$ cat src/rtl/wb_arbiter2.sv
// ---------------------------------------------------------------------------
// wb_arbiter2
//
// Two-master, one-slave pipelined Wishbone arbiter. It shares a single block
// device (the acquisition SRAM) between requester A (capture/write path) and
// requester B (streaming read path feeding the SPI readout).
//
// Grants are registered. While a requester owns the bus, its request and the
// slave's responses pass through with no added latency. An optional budget
// (LIMIT) bounds each tenure. A tenure that hits its budget drains its
// outstanding transfers before it releases the bus, so no acknowledge is
// left in flight when ownership moves. At least one idle cycle separates any
// two tenures.
//
// Parameters
//   WIDTH  data bus width
//   WBITS  address width
//   LIMIT  accepted requests per tenure before draining (0 = unlimited)
//   PRIO   0 = round-robin on ties, 1 = A always wins ties
//   OBITS  width of the outstanding-transfer counter
//   DELAY  register delay for behavioural simulation models; unused here
//
// Ports
//   clk_i, rst_ni             clock; asynchronous active-low reset
//   a_cyc/stb/we/adr/dat_i    requester A bus request
//   a_ack/wat/rty/err_o       requester A responses
//   a_dat_o                   read data to A (always m_dat_i)
//   b_*                       same set for requester B
//   m_cyc/stb/we/adr/dat_o    request to the block device
//   m_ack/wat/rty/err_i       responses from the block device
//   m_dat_i                   read data from the block device
//   gnt_o                     registered one-hot owner {B,A}; 00 when idle
// ---------------------------------------------------------------------------
module wb_arbiter2 #(
  parameter int WIDTH = 8,
  parameter int WBITS = 10,
  parameter int LIMIT = 0,
  parameter int PRIO  = 0,
  parameter int OBITS = 4,
  parameter int DELAY = 3
) (
  input  logic             clk_i,
  input  logic             rst_ni,

  input  logic             a_cyc_i,
  input  logic             a_stb_i,
  input  logic             a_we_i,
  input  logic [WBITS-1:0] a_adr_i,
  input  logic [WIDTH-1:0] a_dat_i,
  output logic             a_ack_o,
  output logic             a_wat_o,
  output logic             a_rty_o,
  output logic             a_err_o,
  output logic [WIDTH-1:0] a_dat_o,

  input  logic             b_cyc_i,
  input  logic             b_stb_i,
  input  logic             b_we_i,
  input  logic [WBITS-1:0] b_adr_i,
  input  logic [WIDTH-1:0] b_dat_i,
  output logic             b_ack_o,
  output logic             b_wat_o,
  output logic             b_rty_o,
  output logic             b_err_o,
  output logic [WIDTH-1:0] b_dat_o,

  output logic             m_cyc_o,
  output logic             m_stb_o,
  output logic             m_we_o,
  output logic [WBITS-1:0] m_adr_o,
  output logic [WIDTH-1:0] m_dat_o,
  input  logic             m_ack_i,
  input  logic             m_wat_i,
  input  logic             m_rty_i,
  input  logic             m_err_i,
  input  logic [WIDTH-1:0] m_dat_i,

  output logic [1:0]       gnt_o
);

  // Tenure counter only needs to reach LIMIT; one bit when unlimited.
  localparam int CBITS = (LIMIT > 0) ? $clog2(LIMIT + 1) : 1;
  localparam logic [CBITS-1:0] LIMIT_C = CBITS'(LIMIT);
  localparam logic [OBITS-1:0] OMAX    = {OBITS{1'b1}};

  // DELAY only shapes behavioural models elsewhere; the synthesizable
  // datapath carries no extra register stage for it.
  if (DELAY > 0) begin : g_sim_delay
  end

  typedef enum logic [1:0] {
    IDLE  = 2'd0,
    BUSY  = 2'd1,
    DRAIN = 2'd2
  } state_t;

  state_t           state, state_next;
  logic             owner, owner_next;   // 0 = A, 1 = B
  logic             last, last_next;     // previous owner, for round-robin
  logic [OBITS-1:0] outstanding, outstanding_next;
  logic [CBITS-1:0] count, count_next;
  logic [1:0]       gnt, gnt_next;

  // Owner-selected request lines.
  logic             own_cyc;
  logic             own_stb;
  logic             own_we;
  logic [WBITS-1:0] own_adr;
  logic [WIDTH-1:0] own_dat;

  // Responses routed to the current owner.
  logic             r_ack;
  logic             r_wat;
  logic             r_rty;
  logic             r_err;

  logic             own_path;     // a tenure is active (BUSY or DRAIN)
  logic             sat;          // outstanding counter is full
  logic             accept;       // slave accepted a request this cycle
  logic             resp;         // slave terminated a transfer this cycle
  logic             dec;
  logic [OBITS-1:0] out_upd;      // outstanding after this cycle's events
  logic [CBITS-1:0] count_inc;
  logic             pick;         // requester chosen in IDLE

  assign own_cyc  = owner ? b_cyc_i : a_cyc_i;
  assign own_stb  = owner ? b_stb_i : a_stb_i;
  assign own_we   = owner ? b_we_i  : a_we_i;
  assign own_adr  = owner ? b_adr_i : a_adr_i;
  assign own_dat  = owner ? b_dat_i : a_dat_i;

  assign own_path = (state != IDLE);
  assign sat      = (outstanding == OMAX);
  assign accept   = m_stb_o & ~m_wat_i;
  assign resp     = m_ack_i | m_err_i | m_rty_i;

  // A response with nothing outstanding only counts when it pairs with a
  // same-cycle accept (zero-latency slave); otherwise it must not wrap.
  assign dec      = own_path & resp & ((outstanding != '0) | accept);
  assign count_inc = count + CBITS'(1);

  always_comb begin
    out_upd = outstanding;
    unique case ({accept, dec})
      2'b10:   out_upd = outstanding + OBITS'(1);
      2'b01:   out_upd = outstanding - OBITS'(1);
      default: out_upd = outstanding;
    endcase
  end

  // -------------------------------------------------------------------------
  // Slave-side request and owner-side response routing
  // -------------------------------------------------------------------------
  always_comb begin
    m_cyc_o = 1'b0;
    m_stb_o = 1'b0;
    m_we_o  = 1'b0;
    m_adr_o = '0;
    m_dat_o = '0;
    r_ack   = 1'b0;
    r_wat   = 1'b0;
    r_rty   = 1'b0;
    r_err   = 1'b0;

    unique case (state)
      BUSY: begin
        m_cyc_o = own_cyc;
        // A full counter holds new requests back until something retires.
        m_stb_o = own_stb & ~sat;
        m_we_o  = own_we;
        m_adr_o = own_adr;
        m_dat_o = own_dat;
        r_ack   = m_ack_i;
        r_rty   = m_rty_i;
        r_err   = m_err_i;
        r_wat   = m_wat_i | sat;
      end
      DRAIN: begin
        // Cycle stays open so the remaining responses can land; no new
        // strobes go out and the owner is stalled.
        m_cyc_o = 1'b1;
        m_stb_o = 1'b0;
        m_we_o  = own_we;
        m_adr_o = own_adr;
        m_dat_o = own_dat;
        r_ack   = m_ack_i;
        r_rty   = m_rty_i;
        r_err   = m_err_i;
        r_wat   = 1'b1;
      end
      default: begin
      end
    endcase
  end

  // Non-owners (and everybody while idle) are simply stalled while they
  // hold cyc; they never see a termination.
  assign a_ack_o = own_path & ~owner & r_ack;
  assign a_rty_o = own_path & ~owner & r_rty;
  assign a_err_o = own_path & ~owner & r_err;
  assign a_wat_o = (own_path & ~owner) ? r_wat : a_cyc_i;

  assign b_ack_o = own_path & owner & r_ack;
  assign b_rty_o = own_path & owner & r_rty;
  assign b_err_o = own_path & owner & r_err;
  assign b_wat_o = (own_path & owner) ? r_wat : b_cyc_i;

  assign a_dat_o = m_dat_i;
  assign b_dat_o = m_dat_i;
  assign gnt_o   = gnt;

  // -------------------------------------------------------------------------
  // Next-state logic
  // -------------------------------------------------------------------------
  always_comb begin
    state_next       = state;
    owner_next       = owner;
    last_next        = last;
    outstanding_next = outstanding;
    count_next       = count;
    gnt_next         = gnt;
    pick             = 1'b0;

    unique case (state)
      IDLE: begin
        if (a_cyc_i | b_cyc_i) begin
          if (a_cyc_i & b_cyc_i) begin
            pick = (PRIO == 1) ? 1'b0 : ~last;
          end else begin
            pick = ~a_cyc_i;
          end
          state_next       = BUSY;
          owner_next       = pick;
          count_next       = '0;
          outstanding_next = '0;
          gnt_next         = pick ? 2'b10 : 2'b01;
        end
      end

      BUSY: begin
        if (!own_cyc) begin
          // Abort: whatever is in flight is abandoned.
          state_next       = IDLE;
          outstanding_next = '0;
          last_next        = owner;
          gnt_next         = 2'b00;
        end else begin
          outstanding_next = out_upd;
          if (accept) begin
            count_next = count_inc;
          end
          if ((LIMIT > 0) && accept && (count_inc == LIMIT_C)) begin
            state_next = DRAIN;
          end
        end
      end

      DRAIN: begin
        if (!own_cyc) begin
          state_next       = IDLE;
          outstanding_next = '0;
          last_next        = owner;
          gnt_next         = 2'b00;
        end else begin
          outstanding_next = out_upd;
          // Leave on the cycle the final response arrives.
          if (out_upd == '0) begin
            state_next = IDLE;
            last_next  = owner;
            gnt_next   = 2'b00;
          end
        end
      end

      default: begin
        state_next       = IDLE;
        outstanding_next = '0;
        gnt_next         = 2'b00;
      end
    endcase
  end

  // -------------------------------------------------------------------------
  // State registers
  // -------------------------------------------------------------------------
  always_ff @(posedge clk_i or negedge rst_ni) begin
    if (!rst_ni) begin
      state       <= IDLE;
      owner       <= 1'b0;
      last        <= 1'b1;   // B, so A wins the first tie
      outstanding <= '0;
      count       <= '0;
      gnt         <= 2'b00;
    end else begin
      state       <= state_next;
      owner       <= owner_next;
      last        <= last_next;
      outstanding <= outstanding_next;
      count       <= count_next;
      gnt         <= gnt_next;
    end
  end

endmodule
$ cat config.mk
export PLATFORM = sky130hd
export DESIGN_NAME = wb_arbiter2
export DESIGN_NICKNAME = d
export VERILOG_FILES = /design/src/rtl/wb_arbiter2.sv
export SDC_FILE = /design/constraint.sdc
export NUM_CORES = 1
export LEC_CHECK = 0
export BUFFER_PORTS_ARGS = -buffer_cell sky130_fd_sc_hd__buf_2
export CORE_ASPECT_RATIO = 0.7
export CORE_MARGIN = 4
export CORE_UTILIZATION = 37
export CTS_BUF_LIST = sky130_fd_sc_hd__clkbuf_4 sky130_fd_sc_hd__clkbuf_8 sky130_fd_sc_hd__clkbuf_16
export CTS_CLUSTER_DIAMETER = 40
export DETAILED_ROUTE_END_ITERATION = 8
export MAX_ROUTING_LAYER = met4
export PLACE_DENSITY = 0.81
export SLEW_MARGIN = 20
export SYNTH_ARGS = -nofsm -noshare
export SYNTH_HDL_FRONTEND = slang
export SYNTH_SLANG_ARGS = --single-unit
$ cat constraint.sdc
create_clock -name clk_i -period 2.95 [get_ports clk_i]
set_input_delay 0.1475 -clock clk_i [delete_from_list [all_inputs] [get_ports clk_i]]
set_output_delay 0.1475 -clock clk_i [all_outputs]
set_load 0.005 [all_outputs]
Word level (Yosys, flattened, before mapping)
Index checks and enable logic that the tools add are counted.
{"block": "classes", "n_addsub": 2, "eq_ne": 8, "mux": 35, "n_bitwise": 23, "n_reduce_logical": 9}
{"operator": "two-way mux 10 bit", "count": 2}
{"operator": "two-way mux 1 bit", "count": 16}
{"operator": "two-way mux 8 bit", "count": 2}
{"operator": "case mux 4 bit (2 select lines)", "count": 2}
{"operator": "AND 1 bit", "count": 13}
{"operator": "two-way mux 2 bit", "count": 6}
{"operator": "case mux 2 bit (3 select lines)", "count": 2}
{"operator": "two-way mux 4 bit", "count": 2}
{"operator": "case mux 1 bit (2 select lines)", "count": 3}
{"operator": "AND reduction 3 bit", "count": 2}
{"operator": "NOT 1 bit", "count": 5}
{"operator": "OR 1 bit", "count": 5}
{"operator": "adder 4 x 1 -> 4 bit, second input constant", "count": 1}
{"operator": "== test 2 x 1 -> 1 bit, second input constant", "count": 2}
{"operator": "== test 2 bit, second input constant", "count": 2}
{"operator": "== test 4 bit, second input constant", "count": 1}
{"operator": "logical NOT 4 bit", "count": 1}
{"operator": "inequality test 2 bit, second input constant", "count": 2}
{"operator": "nonzero test 2 bit", "count": 2}
{"operator": "nonzero test 4 bit", "count": 1}
{"operator": "subtractor 4 x 1 -> 4 bit, second input constant", "count": 1}
{"operator": "inequality test 3 bit, second input constant", "count": 1}
{"operator": "logical NOT 2 bit", "count": 1}
{"operator": "AND reduction 2 bit", "count": 1}
{"operator": "OR reduction 2 bit", "count": 1}
{"block": "word_totals", "regBits": 10, "inputBits": 56, "wordCells": 82}

Logic depth before layout (Yosys ltp)
{"block": "depth", "ltp_word": 13, "ltp_mapped": 10, "ltp_nobuf": 10}

Worst setup path before layout
No wires, ideal clock.
{"block": "synth_path", "path_kind": "reg-to-reg", "start": "reg owner", "end": "reg outstanding[3]", "arrival_time_ns": 2.504, "required_time_ns": 2.824, "slack_ns": 0.320, "path_stages_with_launch": 11, "period_less_slack_ns": 2.630, "cell_sequence": "dfrtp_1 -> buf_2 -> mux2_2 -> nand3_1 -> a21oi_1 -> ha_1 -> ha_1 -> a21oi_1 -> a21oi_1 -> or2_2 -> a221o_1"}
{"block": "synth_between", "elab_chain_cells": 10, "word_cells_on_any_way": 12, "classes_between": "2 x eq/ne; 6 x mux; 4 x bitwise"}
{"element": "start: declaration", "line_no": "98", "source": "logic owner, owner_next;"}
{"element": "start signal: assignment", "line_no": "296", "source": "owner <= owner_next;"}
{"element": "two-way mux 1 bit", "line_no": "127", "source": "assign own_stb = owner ? b_stb_i : a_stb_i;"}
{"element": "AND 1 bit", "line_no": "169", "source": "m_stb_o = own_stb & ~sat;"}
{"element": "two-way mux 1 bit", "line_no": "165", "source": "unique case (state)"}
{"element": "AND 1 bit", "line_no": "134", "source": "assign accept = m_stb_o & ~m_wat_i;"}
{"element": "OR 1 bit", "line_no": "139", "source": "assign dec = own_path & resp & ((outstanding != '0) | accept);"}
{"element": "AND 1 bit", "line_no": "139"}
{"element": "== test 2 x 1 -> 1 bit or == test 2 bit (tied branches)", "line_no": "144", "source": "unique case ({accept, dec})"}
{"element": "case mux 4 bit (2 select lines)", "line_no": "144"}
{"element": "two-way mux 4 bit *", "line_no": "241, 259"}
{"element": "case mux 4 bit (2 select lines) *", "line_no": "224", "source": "unique case (state)"}
{"element": "end signal: assignment", "line_no": "298", "source": "outstanding <= outstanding_next;"}
{"element": "end: declaration", "line_no": "100", "source": "logic [OBITS-1:0] outstanding, outstanding_next;"}
Mark *: on every way between the ends. The rest lies on a longest branch, timed or not.
A chain may end at the register's enable or synchronous reset.

Worst setup path in the final report
{"block": "layout_path", "start": "reg outstanding[0]", "end": "reg outstanding[3]"}
{"block": "layout_between", "elab_chain_cells": 11, "word_cells_on_any_way": 15, "classes_between": "2 x add/sub; 3 x eq/ne; 4 x mux; 5 x bitwise; 1 x reduce/logical"}
{"element": "== test 4 bit", "line_no": "133", "source": "assign sat = (outstanding == OMAX);"}
{"element": "NOT 1 bit", "line_no": "169"}
{"element": "AND 1 bit", "line_no": "169"}
{"element": "two-way mux 1 bit", "line_no": "165"}
{"element": "AND 1 bit", "line_no": "134"}
{"element": "OR 1 bit", "line_no": "139"}
{"element": "AND 1 bit", "line_no": "139"}
{"element": "== test 2 x 1 -> 1 bit or == test 2 bit (tied branches)", "line_no": "144"}
{"element": "case mux 4 bit (2 select lines) *", "line_no": "144"}
{"element": "two-way mux 4 bit *", "line_no": "241, 259"}
{"element": "case mux 4 bit (2 select lines) *", "line_no": "224"}
Marked as above.

==> impl_summary.txt <==
----------------------------------------------------
[Clocking]
  Post-CTS setup-driven buffer insertion count ... 0
  Clock Tree Buf Depth ... 2
  Number of H-tree branching levels ... 1
  Number of buffers created by CTS ... 3
  TritonCTS clock tree ... done
  Sink count of the clock tree ... 9
  Clock latency reported for the late side of the worst-skew pair ... around 0.23 ns
  Buffer cell driving the clock tree root ... clkbuf_8
  Clock transition at the registers of the reported paths ... approximately 0.05 ns

[Drt]
  Number of violations reported at the end of detailed-routing iteration 0 ... 39
  Length of the first detailed-routing pass in iterations ... 4
  DRC errors left ... 0
  Vias/cell ... around 4.8
  Avg WL per Cell ... 13.06 um
  Overall routed net length ... around 3 mm
  Routed via count ... between 1000 and 1500
  Count of nets left with antenna violations after detail routing ... 0

[Pwr]
  Maximum vdd drop ... approximately 0.34 mV
  Leak pwr ... around 0.83 nW
  Power Density ... roughly 640 nW/um2

[Floorplanning]
  I/O pin cnt ... approximately 100
  Vertical die dimension ... about 54 um
  Starting utilization of the core area ... a little under 40%
  Row Count ... 16
  Die width ... between 70 and 80 um
  Die area ... between 3000 and 4000 um2
  Area of the core ... 2823 um2

[Critical path]
  List of cells traversed by the critical path ... and4_1, nor2_1, nand3_1, a21oi_1, ha_1, ha_1, a21oi_1, a21oi_1, or2_2, a221o_1
  CP startpoint kind ... flop
  Critical path arrival ... around 2.9 ns
  Required time at the worst-slack endpoint ... approximately 3.1 ns
  Category of the worst setup path capture point ... flop
  Critical-path maximum fanout ... 5
  WS Path Type ... reg2reg
  Crit path max-delay cell type ... dfrtp_1
  Most common cell on crit path ... a21oi_1
  Delay of the slowest critical-path stage ... between 0.4 and 0.5 ns

[Synth]
  Share of synthesized area occupied by flip-flops and latches ... around a fifth
  Unique cell type count in the Yosys netlist ... 32
  Synthesized flop and latch total ... 9
  Synthesis warning total ... 0
  Number of instances in the synthesized netlist ... ~130
  Cell taking the most area after synthesis ... dfrtp_1
  Fraction of post-synthesis cell area in the top cell type by area ... between 15 and 20%
  Leading post-synthesis cells by cell area ... dfrtp_1 18%, mux2i_1 18%, buf_4 12%
  Post-synth design cell area ... roughly 1100 um2
  Average size of a mapped cell ... around 8.3 um2
  Net Count, Synth ... 193

[Cells and area]
  Most used cells in the layout excluding fill and tap cells ... 78 x buf_2, 20 x mux2i_1, 20 x nor2b_1, 8 x nor2_1, 8 x dfrtp_1
  Fraction of layout instances using a drive strength above 1 ... 45.64%
  Final #Nets ... ~260
  Most common cell after layout, fill and taps aside ... buf_2
  ANT cells ... 0
  Final instance area ... roughly 1500 um2
  Fillers ... 270
  Combined flip-flop and latch cell area ... 226.5 um2
  Area of combinational cells with multiple inputs ... between 700 and 800 um2
  Synthesis-to-finish area growth ... 32.38%

[Timing]
  Max-Slew Margin vs Limit ... 54.21%
  Total negative slack ... 0 ns
  Final Skew ... ~0.0040 ns
  Hold violation total from the final report ... 0
  Final clock period utilization by the worst path ... 92.59%
  Slew of the pin with the lowest slew margin ... just under 0.7 ns
  WHS ... just under 0.3 ns
  Endpoints failing setup ... 0
  Final Slew Violations ... 0
  Min Tclk post-route ... 2.731 ns
  Max Fclk ... approximately 370 MHz
  RSZ-0062 raised after global routing ... no

[Place]
  Final Wtd Congestion ... 0.8536
  Placed wire-length estimate ... ~2.5 mm
  Buffers on Ports ... 78
  Post-Place Cell Area ... approximately 1400 um2

[GRT]
  Global-route track usage on met3 ... between 4 and 5%
  Busiest layer in global routing ... met2
  Largest net degree at the start of global routing ... 30
  Antenna violations before repair ... 0
  Number of global-route vias before repair ... 907
  Wire length of the first global-routing pass ... 4.119 mm
  Met1 capacity usage during global routing ... 18.94%
  All-Layer GR Usage ... about 14%
  Grt met2 use ... between 10% and 20%
  Global-route congestion overflow total ... 0

[Run status]
  Result of the run ... finished, final reports clean

[Job]
  Max-capacitance violation count ... 0

[Hold path]
  Class of the most critical hold timing path ... in2async

----------------------------------------------------
## timing repair
action | 4_1_cts | 5_1_grt
hold buffers | 1 | 0
hold endpoints to repair | 8 | 0
gates resized for setup | 0 | 0
## worst max-delay path: cells and delay by family, from the launching register on
family / cells / cell delay (ns)
adder cells (fa/ha/maj): 2 / 0.55
AO/OA/AOI/OAI: 4 / 0.79
AND/OR/NAND/NOR: 4 / 0.84
flip-flops: 1 / 0.44
## layer usage
| layer | vias up | part of all wire [%] |
|---|---|---|
| met1 | 481 | 42 |
| met2 | 51 | 47 |
| met3 | 7 | 10 |
| met4 | 0 | 0.90 |
| met5 | - | 0 |
| li1 | 569 | - |
## cell type report
type | instances | area share [%]
Clock buffer | 4 | 3.359
Inverter | 4 | 1.034
Multi-Input combinational cell | 97 | 48.32
Tap cell | 36 | 3.101
Sequential cell | 9 | 15.59
Timing Repair Buffer | 81 | 28.60
## stage by stage
stage | instances | util (%) | setup WS [ns] | power, W
global route | 231 | 51.46 | 0.06600 | 0.001015
floorplan | 133 | - | 0.3199 | 0.0006125
detailed placement | 226 | 49.38 | 0.2190 | 0.0007846
finish | 231 | 51.46 | 0.2187 | 0.0009359
global placement | 226 | 49.38 | 0.3914 | 0.0007804
CTS | 231 | 51.46 | 0.2192 | 0.0009457
## Yosys cell counts, drive strengths merged
library cell / n
a22o: 1
a211o: 1
or4b: 1
nor2: 8
o32ai: 1
o21ai: 3
a221o: 1
nand3: 2
and3: 4
dfstp: 1
nor2b: 20
nand2: 7
mux2i: 20
buf: 20
inv: 4
nor3b: 1
fa: 1
mux2: 3
ha: 3
a21oi: 7
clkbuf: 3
xnor2: 1
and4: 1
a31oi: 1
and2: 3
or2: 1
dfrtp: 8
a22oi: 1
o31ai: 3
nor3: 1
nor4: 1
## flip-flops by register name (all words and copies together) (netlist names)
name	count
last	1
state	1
gnt_o	2
outstanding	4
owner	1
## worst paths after layout
check | start | to | slack [ns] | cells after the start
setup / recovery | outstanding[0]$_DFFE_PN0P_ | outstanding[3]$_DFFE_PN0P_ | 0.22 | 10
hold / removal | rst_ni | outstanding[0]$_DFFE_PN0P_ | 0.30 | 2
setup reg to reg | outstanding[0]$_DFFE_PN0P_ | outstanding[3]$_DFFE_PN0P_ | 0.22 | 10
hold reg to reg | gnt_o[1]$_DFFE_PN0P_ | gnt_o[1]$_DFFE_PN0P_ | 0.50 | 2
max in group asynchronous | rst_ni | last$_DFFE_PN1P_ | 2.40 | 2
min in group clk_i | m_dat_i[3] | a_dat_o[3] | 0.30 | 0
## where the power goes
part	internal, W	leakage, nW	switching [W]
Combinational	0.000293	0.687	0.000285
Clock	0.000103	0.0262	0.0000498
Sequential	0.000163	0.114	0.0000410
## logic make-up after synthesis
group	Yosys count	share of synthesized area, %
muxes	23	21.32
xor gates and xnor gates	1	0.7983
buffers and inverters	27	15.39
adders and majority gates	4	5.246
AOI/OAI and AO/OA	19	11.17
DFF	9	20.64
and+or+nand+nor	50	25.43
(Power assumes the default switching activity.)
